### src/rtl/typing_game_ctrl_if.sv
// Typing-game controller bus: key/start pulses in, display values out.
interface typing_game_ctrl_if;
   logic       start;
   logic       key_valid;
   logic [3:0] key;
   logic [3:0] random_num;
   logic [3:0] score;
   logic [3:0] time_left;
   logic       playing;
   logic       game_over;

   // Driver side: pulses in, display values back
   modport master (
      output start,
      output key_valid,
      output key,
      input  random_num,
      input  score,
      input  time_left,
      input  playing,
      input  game_over
   );

   // Controller side
   modport slave (
      input  start,
      input  key_valid,
      input  key,
      output random_num,
      output score,
      output time_left,
      output playing,
      output game_over
   );
endinterface

### src/rtl/typing_game_ctrl.sv
// Typing tutor game controller: picks target digits from a free-running LFSR,
// scores typed keys against the target and runs a per-round seconds countdown.
// All display-facing values come straight from flops.
module typing_game_ctrl #(
   parameter int unsigned TICKS_PER_SEC = 100_000_000,
   parameter int unsigned GAME_SECS     = 15,
   parameter int unsigned MAX_SCORE     = 9
) (
   input  logic              clk,
   input  logic              rst_n,
   typing_game_ctrl_if.slave bus
);

   localparam int unsigned CW        = $clog2(TICKS_PER_SEC);
   localparam logic [CW-1:0] TICK_LAST = CW'(TICKS_PER_SEC - 1);
   localparam logic [3:0]  GAME_SECS_L = 4'(GAME_SECS);
   localparam logic [3:0]  MAX_SCORE_L = 4'(MAX_SCORE);
   localparam logic [7:0]  LFSR_SEED   = 8'hA5;

   typedef enum logic [1:0] {
      ST_IDLE = 2'd0,
      ST_PLAY = 2'd1,
      ST_OVER = 2'd2
   } state_e;

   state_e        state_q, state_d;
   logic [7:0]    lfsr_q, lfsr_d;
   logic [CW-1:0] sec_cnt_q, sec_cnt_d;
   logic [3:0]    random_num_q, random_num_d;
   logic [3:0]    score_q, score_d;
   logic [3:0]    time_left_q, time_left_d;
   logic          playing_q, playing_d;
   logic          game_over_q, game_over_d;
   logic [3:0]    new_target_s;

   // Fibonacci LFSR, taps 8,6,5,4 (bits 7,5,4,3), shifting toward the MSB.
   function automatic logic [7:0] lfsr_step(input logic [7:0] cur);
      logic fb;
      fb = cur[7] ^ cur[5] ^ cur[4] ^ cur[3];
      return {cur[6:0], fb};
   endfunction

   // Fold the low nibble into 0-9 and bump it if it would repeat the target,
   // so every new target is visibly different from the previous one.
   function automatic logic [3:0] next_target(input logic [3:0] nib,
                                              input logic [3:0] prev);
      logic [3:0] cand;
      logic [3:0] res;
      if (nib < 4'd10) begin
         cand = nib;
      end else begin
         cand = nib - 4'd10;
      end
      if (cand == prev) begin
         if (cand == 4'd9) begin
            res = 4'd0;
         end else begin
            res = cand + 4'd1;
         end
      end else begin
         res = cand;
      end
      return res;
   endfunction

   // Candidate target available every cycle from the current LFSR value
   always_comb begin
      new_target_s = next_target(lfsr_q[3:0], random_num_q);
   end

   // Next-state, scoring and countdown logic
   always_comb begin
      state_d      = state_q;
      lfsr_d       = lfsr_step(lfsr_q);
      sec_cnt_d    = sec_cnt_q;
      random_num_d = random_num_q;
      score_d      = score_q;
      time_left_d  = time_left_q;

      case (state_q)
         ST_IDLE, ST_OVER: begin
            // A key arriving together with start is dropped on purpose.
            if (bus.start) begin
               state_d      = ST_PLAY;
               score_d      = 4'd0;
               time_left_d  = GAME_SECS_L;
               sec_cnt_d    = '0;
               random_num_d = new_target_s;
            end else begin
               state_d = state_q;
            end
         end
         ST_PLAY: begin
            // Key is scored first; the final tick below may still end the round.
            if (bus.key_valid) begin
               if (bus.key == random_num_q) begin
                  if (score_q >= MAX_SCORE_L) begin
                     score_d = MAX_SCORE_L;
                  end else begin
                     score_d = score_q + 4'd1;
                  end
                  random_num_d = new_target_s;
               end else begin
                  if (score_q == 4'd0) begin
                     score_d = 4'd0;
                  end else begin
                     score_d = score_q - 4'd1;
                  end
               end
            end else begin
               score_d = score_q;
            end

            if (sec_cnt_q == TICK_LAST) begin
               sec_cnt_d = '0;
               if (time_left_q <= 4'd1) begin
                  time_left_d = 4'd0;
                  state_d     = ST_OVER;
               end else begin
                  time_left_d = time_left_q - 4'd1;
               end
            end else begin
               sec_cnt_d = sec_cnt_q + {{(CW-1){1'b0}}, 1'b1};
            end
         end
         default: begin
            state_d = ST_IDLE;
         end
      endcase

      playing_d   = (state_d == ST_PLAY);
      game_over_d = (state_d == ST_OVER);
   end

   // State and datapath registers with asynchronous reset
   always_ff @(posedge clk or negedge rst_n) begin
      if (!rst_n) begin
         state_q      <= ST_IDLE;
         lfsr_q       <= LFSR_SEED;
         sec_cnt_q    <= '0;
         random_num_q <= 4'd0;
         score_q      <= 4'd0;
         time_left_q  <= GAME_SECS_L;
         playing_q    <= 1'b0;
         game_over_q  <= 1'b0;
      end else begin
         state_q      <= state_d;
         lfsr_q       <= lfsr_d;
         sec_cnt_q    <= sec_cnt_d;
         random_num_q <= random_num_d;
         score_q      <= score_d;
         time_left_q  <= time_left_d;
         playing_q    <= playing_d;
         game_over_q  <= game_over_d;
      end
   end

   assign bus.random_num = random_num_q;
   assign bus.score      = score_q;
   assign bus.time_left  = time_left_q;
   assign bus.playing    = playing_q;
   assign bus.game_over  = game_over_q;

endmodule

### src/flat_wrapper.sv
// flat-port wrapper written by rule: the top's interface ports become plain ports
module typing_game_ctrl_flat 
#(
   parameter int unsigned TICKS_PER_SEC = 100_000_000,
   parameter int unsigned GAME_SECS     = 15,
   parameter int unsigned MAX_SCORE     = 9
)
  (clk, rst_n, bus_start, bus_key_valid, bus_key, bus_random_num, bus_score, bus_time_left, bus_playing, bus_game_over);
  typing_game_ctrl_if bus_i ();
  input  logic clk;
  input  logic rst_n;
  input wire logic [$bits(bus_i.start)-1:0] bus_start;
  input wire logic [$bits(bus_i.key_valid)-1:0] bus_key_valid;
  input wire logic [$bits(bus_i.key)-1:0] bus_key;
  output wire logic [$bits(bus_i.random_num)-1:0] bus_random_num;
  output wire logic [$bits(bus_i.score)-1:0] bus_score;
  output wire logic [$bits(bus_i.time_left)-1:0] bus_time_left;
  output wire logic [$bits(bus_i.playing)-1:0] bus_playing;
  output wire logic [$bits(bus_i.game_over)-1:0] bus_game_over;
  assign bus_i.start = bus_start;
  assign bus_i.key_valid = bus_key_valid;
  assign bus_i.key = bus_key;
  assign bus_random_num = bus_i.random_num;
  assign bus_score = bus_i.score;
  assign bus_time_left = bus_i.time_left;
  assign bus_playing = bus_i.playing;
  assign bus_game_over = bus_i.game_over;
  typing_game_ctrl #(.TICKS_PER_SEC(TICKS_PER_SEC), .GAME_SECS(GAME_SECS), .MAX_SCORE(MAX_SCORE)) u_core (.clk(clk), .rst_n(rst_n), .bus(bus_i));
endmodule
### config.mk
export PLATFORM = sky130hd
export DESIGN_NAME = typing_game_ctrl_flat
export DESIGN_NICKNAME = d
export VERILOG_FILES = /design/src/rtl/typing_game_ctrl_if.sv /design/src/rtl/typing_game_ctrl.sv /design/src/flat_wrapper.sv
export SDC_FILE = /design/constraint.sdc
export NUM_CORES = 1
export LEC_CHECK = 0
export BUFFER_PORTS_ARGS = -buffer_cell sky130_fd_sc_hd__buf_2
export CAP_MARGIN = 20
export CORE_MARGIN = 3
export CORE_UTILIZATION = 30
export DETAILED_ROUTE_END_ITERATION = 6
export GPL_TIMING_DRIVEN = 0
export PLACE_DENSITY = 0.51
export SETUP_SLACK_MARGIN = 0.5
export SLEW_MARGIN = 20
export SYNTH_ARGS = -nofsm -noshare
export SYNTH_HDL_FRONTEND = slang
export SYNTH_SLANG_ARGS = --single-unit
export TNS_END_PERCENT = 10
### constraint.sdc
create_clock -name clk -period 3.19 [get_ports clk]
set_input_delay 0.4785 -clock clk [delete_from_list [all_inputs] [get_ports clk]]
set_output_delay 0.4785 -clock clk [all_outputs]
set_load 0.02 [all_outputs]
==> results of run 1 <==
## registers in the layout, indices dropped and copies added, names as in the netlist
name                   count
u_core.sec_cnt_q          27
u_core.bus.time_left       4
u_core.bus.score           4
u_core.bus.game_over       1
u_core.lfsr_q              8
u_core.state_q             2
u_core.bus.playing         1
u_core.bus.random_num      4
## final cells by class
| class | instances | area, um^2 |
|---|---|---|
| Clock buffer | 5 | 68.8 |
| Multi-Input combinational cell | 264 | 1660 |
| Clock inverter | 3 | 47.5 |
| Buffer | 15 | 83.8 |
| Fill cell | 1002 | 6370 |
| Inverter | 16 | 60.1 |
| Tap cell | 133 | 166 |
| Sequential cell | 51 | 1290 |
| Timing Repair Buffer | 22 | 115 |
## through the flow
stage          setup WS, ns  std cells  utilization, %  instance area (um^2)  hold slack, ns
2_1_floorplan         0.784        346               -                  3070           0.183
6_report              0.673        509            35.4                  3490           0.192
3_3_place_gp          0.576        500            33.9                  3340           0.335
5_1_grt               0.555        509            35.4                  3490           0.236
4_1_cts               0.552        508            35.1                  3470           0.209
3_5_place_dp          0.515        500            33.9                  3340           0.337
## Yosys cell counts (2+ instances only)
library cell,number
o41ai_1,5
nand2b_1,7
nand4_1,5
and3_1,2
dfstp_2,8
o2bb2ai_1,2
and2_1,6
nor4_1,2
nor2b_1,4
nor4bb_1,2
buf_6,2
nor2_1,15
or3_1,3
a211oi_1,5
nand2_1,43
o21ai_1,7
xor2_1,12
ha_1,7
dfrtp_1,43
clkbuf_1,5
a41oi_1,2
inv_1,16
nor3_1,13
a31oi_1,8
o21ai_0,48
nor3b_1,2
a21oi_1,11
a22o_1,2
or4_4,2
xnor2_1,2
a21o_1,3
buf_2,8
nand3_1,13
o31ai_1,4
a311oi_1,2
## worst max path at each step
stage	to	start	slack (ns)
floorplan	u_core.bus.random_num[2]	u_core.lfsr_q[2]	0.78
global placement	u_core.bus.random_num[2]	u_core.lfsr_q[2]	0.58
detailed placement	u_core.bus.random_num[2]	u_core.lfsr_q[2]	0.52
CTS	u_core.bus.random_num[2]	u_core.lfsr_q[2]	0.55
global route	u_core.bus.random_num[2]	u_core.lfsr_q[2]	0.56
finish	u_core.bus.random_num[2]	u_core.lfsr_q[2]	0.67
## worst max-delay path, delay by kind of cell (launching register included)
family | cells | cell delay [ns]
AND/OR/NAND/NOR | 2 | 0.35
flip-flops | 1 | 0.54
buffers and inverters | 2 | 0.27
adder cells (fa/ha/maj) | 1 | 0.34
AO/OA/AOI/OAI | 4 | 0.92
## cells by family (layout without fill, tap and decap cells)
kind of cell,Yosys count,count (layout)
xor+xnor,14,14
compound gates,112,112
fa+ha+maj,7,7
flops,51,51
mux,1,1
simple gates,130,130
buf+inv,31,61
## routing by layer
| layer | routed length (um) | vias up | share of wire, % | GRT usage (%) |
|---|---|---|---|---|
| met5 | 0 | - | 0 | 0 |
| met2 | 3280 | 45 | 46 | 20.3 |
| met4 | 53 | 0 | 0.74 | 2.92 |
| met1 | 3510 | 1266 | 49 | 18.1 |
| met3 | 290 | 7 | 4.1 | 2.23 |
| li1 | - | 1327 | - | - |
## where the power goes
group	internal, mW	total (mW)	leakage, nW	switching [mW]
combinational	0.118	0.316	0.695	0.198
sequential	0.678	0.724	0.606	0.0454
clock	0.238	0.474	0.0587	0.235
total	1.03	1.51	1.36	0.479
## what timing repair did
action,4_1_cts,5_1_grt
gates resized for setup,1,4
pin swaps,0,2
setup buffers,0,1
setup endpoints to repair,1,2
==> out/results.ini, run 1 <==
[die]
initial_core_util_pct=31.1
design.die.area_um2=11500
row_count=36
fp.dieH_um=107
core_area_um2=9860
die_x_um=107
io_pins=22

[yosys]
synth_top_family_by_area=simple AND/OR/NAND/NOR gates
syn_area_per_cell_um2=8.87
synth_compound_area_share_pct=23.1
synth_edf_count=0
syn_area_um2=3070
ys_top_cells_by_area=dfrtp_1 (35%), o21ai_0 (7.8%), dfstp_2 (6.8%), nand2_1 (5.3%), xor2_1 (3.4%)
synthCells=346
yosysUniqueCellTypes=60
synthMuxAreaShare_pct=0.367
synth-simple-area-share_pct=23.2
syn_nets=361
synth-main-ff-cell=dfrtp_1
synth-seq-cells=51
synthArstFlopShare_pct=100
yosysWarnings=0
synthAdderAreaFrac_pct=2.85
synth_seq_area_share_pct=41.9
synth_xor_xnor_area_share_pct=3.99
synth.top_cell.area_share_pct=35.0
yosysTopAreaCell=dfrtp_1

[power]
finalPower_mw=1.51
ir_worst_vdd_uv=228
p_leak_nw=1.36
p_per_area_nw_per_um2=433

[routing]
drtPass1Iterations=4
drt-total-wl_um=7140
viasPerCell=5.20
drc=0
drtAntennaViolNets=0
routed-via-count=2645
drt_iter0_drc=190
routedWlPerCell_um=14.0

[cts]
cts.sinks=51
h-tree-depth=2
cts.clk_slew.worst_paths_ns=0.11
clk_latency_ns=0.31
cts_max_path_buffers=2
numCtsBuffers=5
clockRootBuffer=clkbuf_8
cts_tree=yes
hold_buffers=0

[timing]
setup_violations=0
final_max_slew_viol_count=0
finalCritPeriodShare_pct=78.9
layout_min_cycle_time_ns=2.52
relSlewSlack_pct=56.1
worstMarginPinSlew_ns=0.658
hold_violations=0
rsz0062_at_grt=false
fmax_ghz=0.397
fin_skew_ns=0.0122
fin_setup_tns_ns=0

[worst_setup_path]
startpoint_type=register
reg2reg_slack_ns=0.67
cpMaxStageDelayCell=dfstp_2
endpoint_kind=register
crit_required_ns=3.40
criticalPathCategory=reg2reg
arrival_ns=2.72
cp_cell_sequence=clkbuf_4, inv_1, ha_1, nand2b_4, a211oi_2, o221a_4, and2_4, a41oi_1, a32o_1
reg2regPathDepth=9
rr_startpoint=u_core.lfsr_q[2]
cp_slowest_stage_delay_ns=0.54
r2r-end=u_core.bus.random_num[2]
cp_max_fo=10

[grt]
grt_max_degree=52
overflow=0
grt_usage_pct=12.8
antenna_found_initial=0
grt_first_pass_wirelength_um=12000
grt_pass1_vias=2382

[final_layout]
fin_nets=390
n_antenna_cell=0
final_common_cell=o21ai_0
area_growth_syn_to_layout_pct=13.8
drive_gt1_share_pct=17.0
final_cell_mix=o21ai_0 (48), nand2_1 (43), dfrtp_1 (42)

[status]
status=completed

[placed_design]
gp_congestion=0.799
hpwlAfterDp_um=5010
io_buffers=21

[hold_path]
hp-class=in2async

[job]
cap_violations=0

(Power assumes the default switching activity.)
==> run 2, diff against run 1 <==
==> constraint.sdc (replaced) <==
create_clock -name clk -period 2.4 [get_ports clk]
set_input_delay 0.36 -clock clk [delete_from_list [all_inputs] [get_ports clk]]
set_output_delay 0.36 -clock clk [all_outputs]
set_load 0.02 [all_outputs]
==> run 2 against run 1 <==
Effect of this change:
- non-clock buffer count rose by 16
- clock skew is essentially flat
- sequential cell count unchanged
- total power up 23%
==> out/results.ini, run 2 (synthesis gave the netlist of run 1 again) <==
[timing]
finalCritPeriodShare_pct=96.0  ; +17 points
setup_violations=0  ; unchanged
worstMarginPinSlew_ns=0.663  ; +0.00514 ns
rsz0062_at_grt=true
fmax_ghz=0.434  ; +9.2%
layout_min_cycle_time_ns=2.30  ; -0.213 ns
whs_ns=0.0773  ; -0.115 ns
relSlewSlack_pct=55.8  ; -0.34 points
fin_skew_ns=0.0124  ; +0.000145 ns
setup_slack_ns=0.0961  ; -0.577 ns
final_max_slew_viol_count=0  ; unchanged
hold_violations=0  ; unchanged

[grt]
grt_max_degree=52  ; unchanged
grt_first_pass_wirelength_um=12500  ; +4.3%
overflow=0  ; unchanged
grt_pass1_vias=2540  ; +6.6%
antenna_found_initial=0  ; unchanged
grt_usage_pct=13.3  ; +0.54 points

[cts]
clockRootBuffer=clkbuf_8
cts.sinks=51  ; unchanged
hold_buffers=0  ; unchanged
h-tree-depth=2  ; unchanged
cts_tree=yes
cts_max_path_buffers=2  ; unchanged
clk_latency_ns=0.30  ; about the same
cts.clk_slew.worst_paths_ns=0.09  ; -0.02 ns
numCtsBuffers=5  ; unchanged

[placed_design]
gp_congestion=0.813  ; +1.8%
io_buffers=21  ; unchanged
hpwlAfterDp_um=5050  ; +0.71%
pre_cts_ws_ns=0.0684  ; -0.447 ns

[final_layout]
final_cell_mix=o21ai_0 (46), nand2_1 (43), dfrtp_1 (41)
fin_nets=406  ; +4.1%
largest_register=u_core.sec_cnt_q
fill_cells=982  ; -2.0%
final_common_cell=o21ai_0
area_growth_syn_to_layout_pct=20.0
reg.largest.list=u_core.sec_cnt_q (27), u_core.lfsr_q (8)
n_antenna_cell=0  ; unchanged
largest_register_ffs=27  ; unchanged
drive_gt1_share_pct=23.7  ; +6.7 points

[die]
initial_core_util_pct=31.1  ; unchanged
core_area_um2=9860  ; unchanged
die_x_um=107  ; unchanged
design.die.area_um2=11500  ; unchanged
row_count=36  ; unchanged
io_pins=22  ; unchanged
fp.dieH_um=107  ; unchanged

[worst_setup_path]
arrival_ns=2.52  ; -0.20 ns
reg2reg_slack_ns=0.1  ; -0.58 ns
rr_startpoint=u_core.lfsr_q[2]
reg2regPathDepth=10  ; +1
cp_cell_sequence=buf_6, inv_4, ha_4, nand2b_4, o211ai_1, o221a_2, buf_4, a211oi_2, a211oi_2, o31ai_1
criticalPathCategory=reg2reg
r2r-end=u_core.bus.random_num[1]
cp_slowest_stage_delay_ns=0.55  ; about the same
crit_required_ns=2.61  ; -0.79 ns
cp_max_fo=6  ; -4
cpMaxStageDelayCell=dfstp_2
endpoint_kind=register
startpoint_type=register
crit_path_frequent_cell=a211oi_2

[routing]
routedWlPerCell_um=14.2  ; +1.3%
routed-via-count=2708  ; +2.4%
viasPerCell=5.16  ; -0.74%
drt_iter0_drc=123  ; -35%
drt-total-wl_um=7460  ; +4.5%
drtPass1Iterations=4  ; unchanged
drc=0  ; unchanged
drtAntennaViolNets=0  ; unchanged

[power]
finalPower_mw=1.86  ; +23%
ir_worst_vdd_uv=271  ; +19%
p_per_area_nw_per_um2=504  ; +16%
p_leak_nw=1.44  ; +6.2%

[hold_path]
hp-class=in2async

[status]
status=completed

[job]
cap_violations=0  ; unchanged

-- run 2: metrics by stage --
| stage | utilization (%) | setup TNS (ns) | area [um^2] | std cells |
|---|---|---|---|---|
| 5_1_grt | 37.4 | -0.00204 | 3680 | 525 |
| 4_1_cts | 36.7 | 0 | 3620 | 523 |
| 3_3_place_gp | 34.3 | 0 | 3390 | 500 |
| 6_report | 37.4 | 0 | 3680 | 525 |
| 3_5_place_dp | 34.3 | 0 | 3390 | 500 |
| 2_1_floorplan | - | 0 | 3110 | 346 |
-- run 2: how the worst max path moves through the flow --
stage                           startpoint                        to  slack [ns]  cells past startpoint
after global routing      u_core.lfsr_q[2]  u_core.bus.random_num[1]      -0.002                     10
final                     u_core.lfsr_q[2]  u_core.bus.random_num[1]         0.1                     10
after detailed placement  u_core.lfsr_q[1]  u_core.bus.random_num[2]        0.07                      9
after CTS                 u_core.lfsr_q[2]  u_core.bus.random_num[2]        0.15                      9
after floorplan           u_core.lfsr_q[2]  u_core.bus.random_num[2]        0.27                      9
after global placement    u_core.lfsr_q[1]  u_core.bus.random_num[2]        0.07                      9
-- run 2: cell type report --
type	count	area [um^2]	area share, %
Timing Repair Buffer	38	235	6.38
Sequential cell	51	1290	35.0
Clock buffer	7	76.3	2.07
Buffer	15	104	2.82
Multi-Input combinational cell	264	1740	47.3
Tap cell	133	166	4.52
Clock inverter	1	5.00	0.136
Inverter	16	65.1	1.77
-- run 2: metal layers --
layer	part of all wire [%]	vias to the layer above	routed length, um	GRT usage [%]
met5	0	-	0	0
met2	47	48	3490	21.2
met4	1.5	0	112	3.84
li1	-	1358	-	-
met1	49	1293	3620	18.3
met3	3.1	9	228	2.65
-- run 2: what timing repair did --
item | 4_1_cts | 5_1_grt
endpoints found under the setup margin | 36 | 40
pin swaps | 10 | 10
resized for setup | 10 | 14
setup buffers | 15 | 2
-- run 2: worst max-delay path: cells and delay by family, from the launching register on --
kind / cells / cell delay, ns
DFF: 1 / 0.55
adders and majority gates: 1 / 0.28
buffers and inverters: 3 / 0.29
and+or+nand+nor: 1 / 0.14
AOI/OAI and AO/OA: 5 / 0.96
-- run 2: power breakdown --
group / internal (mW) / switching (mW)
registers: 0.902 / 0.0576
clock network: 0.206 / 0.279
logic: 0.156 / 0.259
total: 1.26 / 0.595
==> run 3, diff against run 2 <==
--- a/config.mk
+++ b/config.mk
@@ -5,6 +5,7 @@
 export SDC_FILE = /design/constraint.sdc
 export NUM_CORES = 1
 export LEC_CHECK = 0
+export ABC_AREA = 1
 export BUFFER_PORTS_ARGS = -buffer_cell sky130_fd_sc_hd__buf_2
 export CAP_MARGIN = 20
 export CORE_MARGIN = 3
==> run 3 against run 2 <==
Effect of this change:
- sequential cell count unchanged
- critical path depth is 2 lower
- clock power grew 16%
- largest cell class unchanged
==> out/results.ini, run 3 <==
[placed_design]
gp_congestion=0.839  ; +3.1%
post-place-cells=606  ; +21%
io_buffers=21  ; unchanged
hpwlAfterDp_um=5740  ; +14%

[grt]
antenna_found_initial=0  ; unchanged
grt_first_pass_wirelength_um=13200  ; +5.9%
grt_pass1_vias=2852  ; +12%
grt_max_degree=52  ; unchanged
grt_usage_pct=13.7  ; +0.33 points
overflow=0  ; unchanged

[yosys]
ys_top_cells_by_area=dfrtp_1 (33%), nand2_1 (15%), nand3_1 (7.7%), inv_1 (6.8%), dfstp_2 (6.4%)
synthCells=449  ; +30%
yosysWarnings=0  ; unchanged
yosysMostFrequentCell=nand2_1
syn_nets=464  ; +29%
synth-main-ff-cell=dfrtp_1
syn_area_per_cell_um2=7.27  ; -18%
synth_seq_area_share_pct=39.4  ; -2.5 points
synthArstFlopShare_pct=100  ; unchanged
syn_area_um2=3260  ; +6.3%
synth.top_cell.area_share_pct=33.0  ; -2.1 points
yosysUniqueCellTypes=34  ; -43%
synth-seq-cells=51  ; unchanged
yosysTopAreaCell=dfrtp_1
synth_edf_count=0  ; unchanged
synthTopCellsByCount=nand2_1 (127), inv_1 (59), nand3_1 (50)

[timing]
final_max_slew_viol_count=0  ; unchanged
hold_violations=0  ; unchanged
setup_violations=0  ; unchanged
fin_skew_ns=0.00956  ; -0.00280 ns
fin_setup_tns_ns=0  ; unchanged
fmax_ghz=0.555  ; +28%
layout_min_cycle_time_ns=1.80  ; -0.502 ns
relSlewSlack_pct=54.7  ; -1.1 points
finalCritPeriodShare_pct=75.1  ; -21 points
worstMarginPinSlew_ns=0.680  ; +0.0165 ns
rsz0062_at_grt=true

[final_layout]
fill_cells=1132  ; +15%
n_antenna_cell=0  ; unchanged
area_growth_syn_to_layout_pct=13.6
finalNonFillerCells=618  ; +18%
final_common_cell=nand2_1
drive_gt1_share_pct=15.1  ; -8.6 points
final_cell_mix=nand2_1 (125), inv_1 (59), nand3_1 (49)
largest_register=u_core.sec_cnt_q
fin_nets=496  ; +22%
largest_register_ffs=27  ; unchanged
reg.largest.list=u_core.sec_cnt_q (27), u_core.lfsr_q (8)

[routing]
viasPerCell=4.78  ; -7.3%
routedWlPerCell_um=12.7  ; -11%
drtAntennaViolNets=0  ; unchanged
routed-via-count=2954  ; +9.1%
drt-total-wl_um=7840  ; +5.1%
drtPass1Iterations=6  ; +2
drt_iter0_drc=219  ; +78%
drc=0  ; unchanged

[worst_setup_path]
endpoint_kind=register
arrival_ns=1.98  ; -0.54 ns
rr_startpoint=u_core.sec_cnt_q[0]
cp_max_fo=9  ; +3
startpoint_type=register
criticalPathCategory=reg2reg
cpMaxStageDelayCell=dfrtp_2
critical-path-top-delay-family=simple AND/OR/NAND/NOR gates
crit_path_frequent_cell=nand3_4
worstPathBufferInverterCount=1  ; -2
cp_cell_sequence=ha_2, nand3_4, nor3_4, nand3_4, nand2_8, inv_2, nand2_1, o21ai_1
crit_start=u_core.sec_cnt_q[0]
crit_required_ns=2.58  ; -0.03 ns
cp_slowest_stage_delay_ns=0.42  ; -0.13 ns

[cts]
hold_buffers=0  ; unchanged
clockRootBuffer=clkbuf_8
cts.clk_slew.worst_paths_ns=0.10  ; about the same
cts_max_path_buffers=2  ; unchanged
clk_latency_ns=0.30  ; about the same
cts.sinks=51  ; unchanged
cts_tree=yes
h-tree-depth=2  ; unchanged
numCtsBuffers=5  ; unchanged

[die]
io_pins=22  ; unchanged
initial_core_util_pct=31.2  ; +0.074 points
design.die.area_um2=12200  ; +6.0%
core_area_um2=10500  ; +6.1%
row_count=37  ; +2.8%
fp.dieH_um=110  ; +2.9%
die_x_um=110  ; +2.9%

[power]
p_leak_nw=1.72  ; +19%
p_per_area_nw_per_um2=933  ; +85%
p_seq_share_pct=44.7  ; -6.9 points
ir_worst_vdd_uv=364  ; +34%
p_sw_share_pct=43.5  ; +11 points
p_comb_share_pct=39.1  ; +17 points
p_switching_mw=1.50  ; +150%
p_clk_share_pct=16.2  ; -9.9 points
internal_power_mw=1.96  ; +55%

[status]
status=completed

[hold_path]
hp-class=in2async

[job]
cap_violations=0  ; unchanged

[run 3: changes by cell type after synthesis, moves of 6 or more]
cell      delta
nand2b_1     -7
o21ai_0     -27
o22ai_1     +10
nand2_1     +84
nand3_1     +37
nor2_1      +29
inv_1       +43
a31oi_1      -8
and2_1       -6
a21oi_1      -9
[run 3: routing by layer]
layer	share of wire, %	global-route usage, %	wire (um)	vias up
li1	-	-	-	1510
met1	50	18.9	3920	1370
met2	45	22.4	3540	63
met3	3.8	2.10	295	11
met4	1.0	3.34	80	0
met5	0	0	0	-
[run 3: per-stage QoR]
step                hold slack (ns)  power [mW]  utilization (%)  area [um^2]  setup WS, ns
floorplan                    0.0644        2.53                -         3260         0.655
global placement              0.338        2.88             33.8         3540         0.466
detailed placement            0.350        2.90             33.9         3540         0.442
CTS                           0.112        3.49             35.0         3660         0.499
global route                  0.131        3.81             35.4         3710         0.475
finish                       0.0700        3.46             35.4         3710         0.598
[run 3: cell type report]
type / count / area [um^2] / share of cell area [%]
well taps: 136 / 170 / 4.59
clock inverters: 1 / 7.51 / 0.202
multi-input cells: 332 / 1760 / 47.4
flip-flops and latches: 51 / 1290 / 34.7
clock buffers: 7 / 96.3 / 2.60
inverters: 61 / 229 / 6.18
repair buffers: 25 / 138 / 3.71
plain buffers: 5 / 22.5 / 0.607
[run 3: path summary, 6_finish.rpt]
| check | endpoint | slack (ns) | depth (start not counted) |
|---|---|---|---|
| min in group clk | u_core.state_q[1] | 0.25 | 2 |
| setup / recovery | u_core.sec_cnt_q[1] | 0.60 | 8 |
| hold / removal | u_core.bus.score[1] | 0.07 | 1 |
| max in group asynchronous | u_core.sec_cnt_q[0] | 1.81 | 1 |
| setup reg to reg | u_core.sec_cnt_q[1] | 0.60 | 8 |
| hold reg to reg | u_core.lfsr_q[7] | 0.36 | 0 |
[run 3: kinds of logic (layout without fill, tap and decap cells)]
logic type	Yosys count	after routing	share of synthesized area [%]
flip-flops	51	51	39.4
buffers and inverters	66	99	7.70
AO/OA/AOI/OAI	47	47	8.59
adder cells (fa/ha/maj)	7	7	2.68
AND/OR/NAND/NOR	256	256	35.7
XOR/XNOR	22	22	5.90
[run 3: power groups by stage]
stage | logic (mW) | registers (mW) | clock network [mW]
2_1_floorplan | 0.964 | 1.57 | 0
3_3_place_gp | 1.32 | 1.55 | 0
3_5_place_dp | 1.35 | 1.55 | 0
4_1_cts | 1.35 | 1.54 | 0.592
5_1_grt | 1.58 | 1.60 | 0.621
6_report | 1.35 | 1.54 | 0.561
[run 3: worst reg2reg max path, delay by kind of cell (launching register included)]
family                     cells  cell delay (ns)
adders and majority gates      1             0.24
DFF                            1             0.42
buffers and inverters          1             0.09
and+or+nand+nor                5             0.88
AOI/OAI and AO/OA              1             0.06
[run 3: timing repair]
item	CTS	global route
endpoints found under the hold margin	0	0
gates cloned	0	0
pin swaps	0	2
setup endpoints to repair	5	14
buffers inserted	1	3
gates resized for setup	2	6
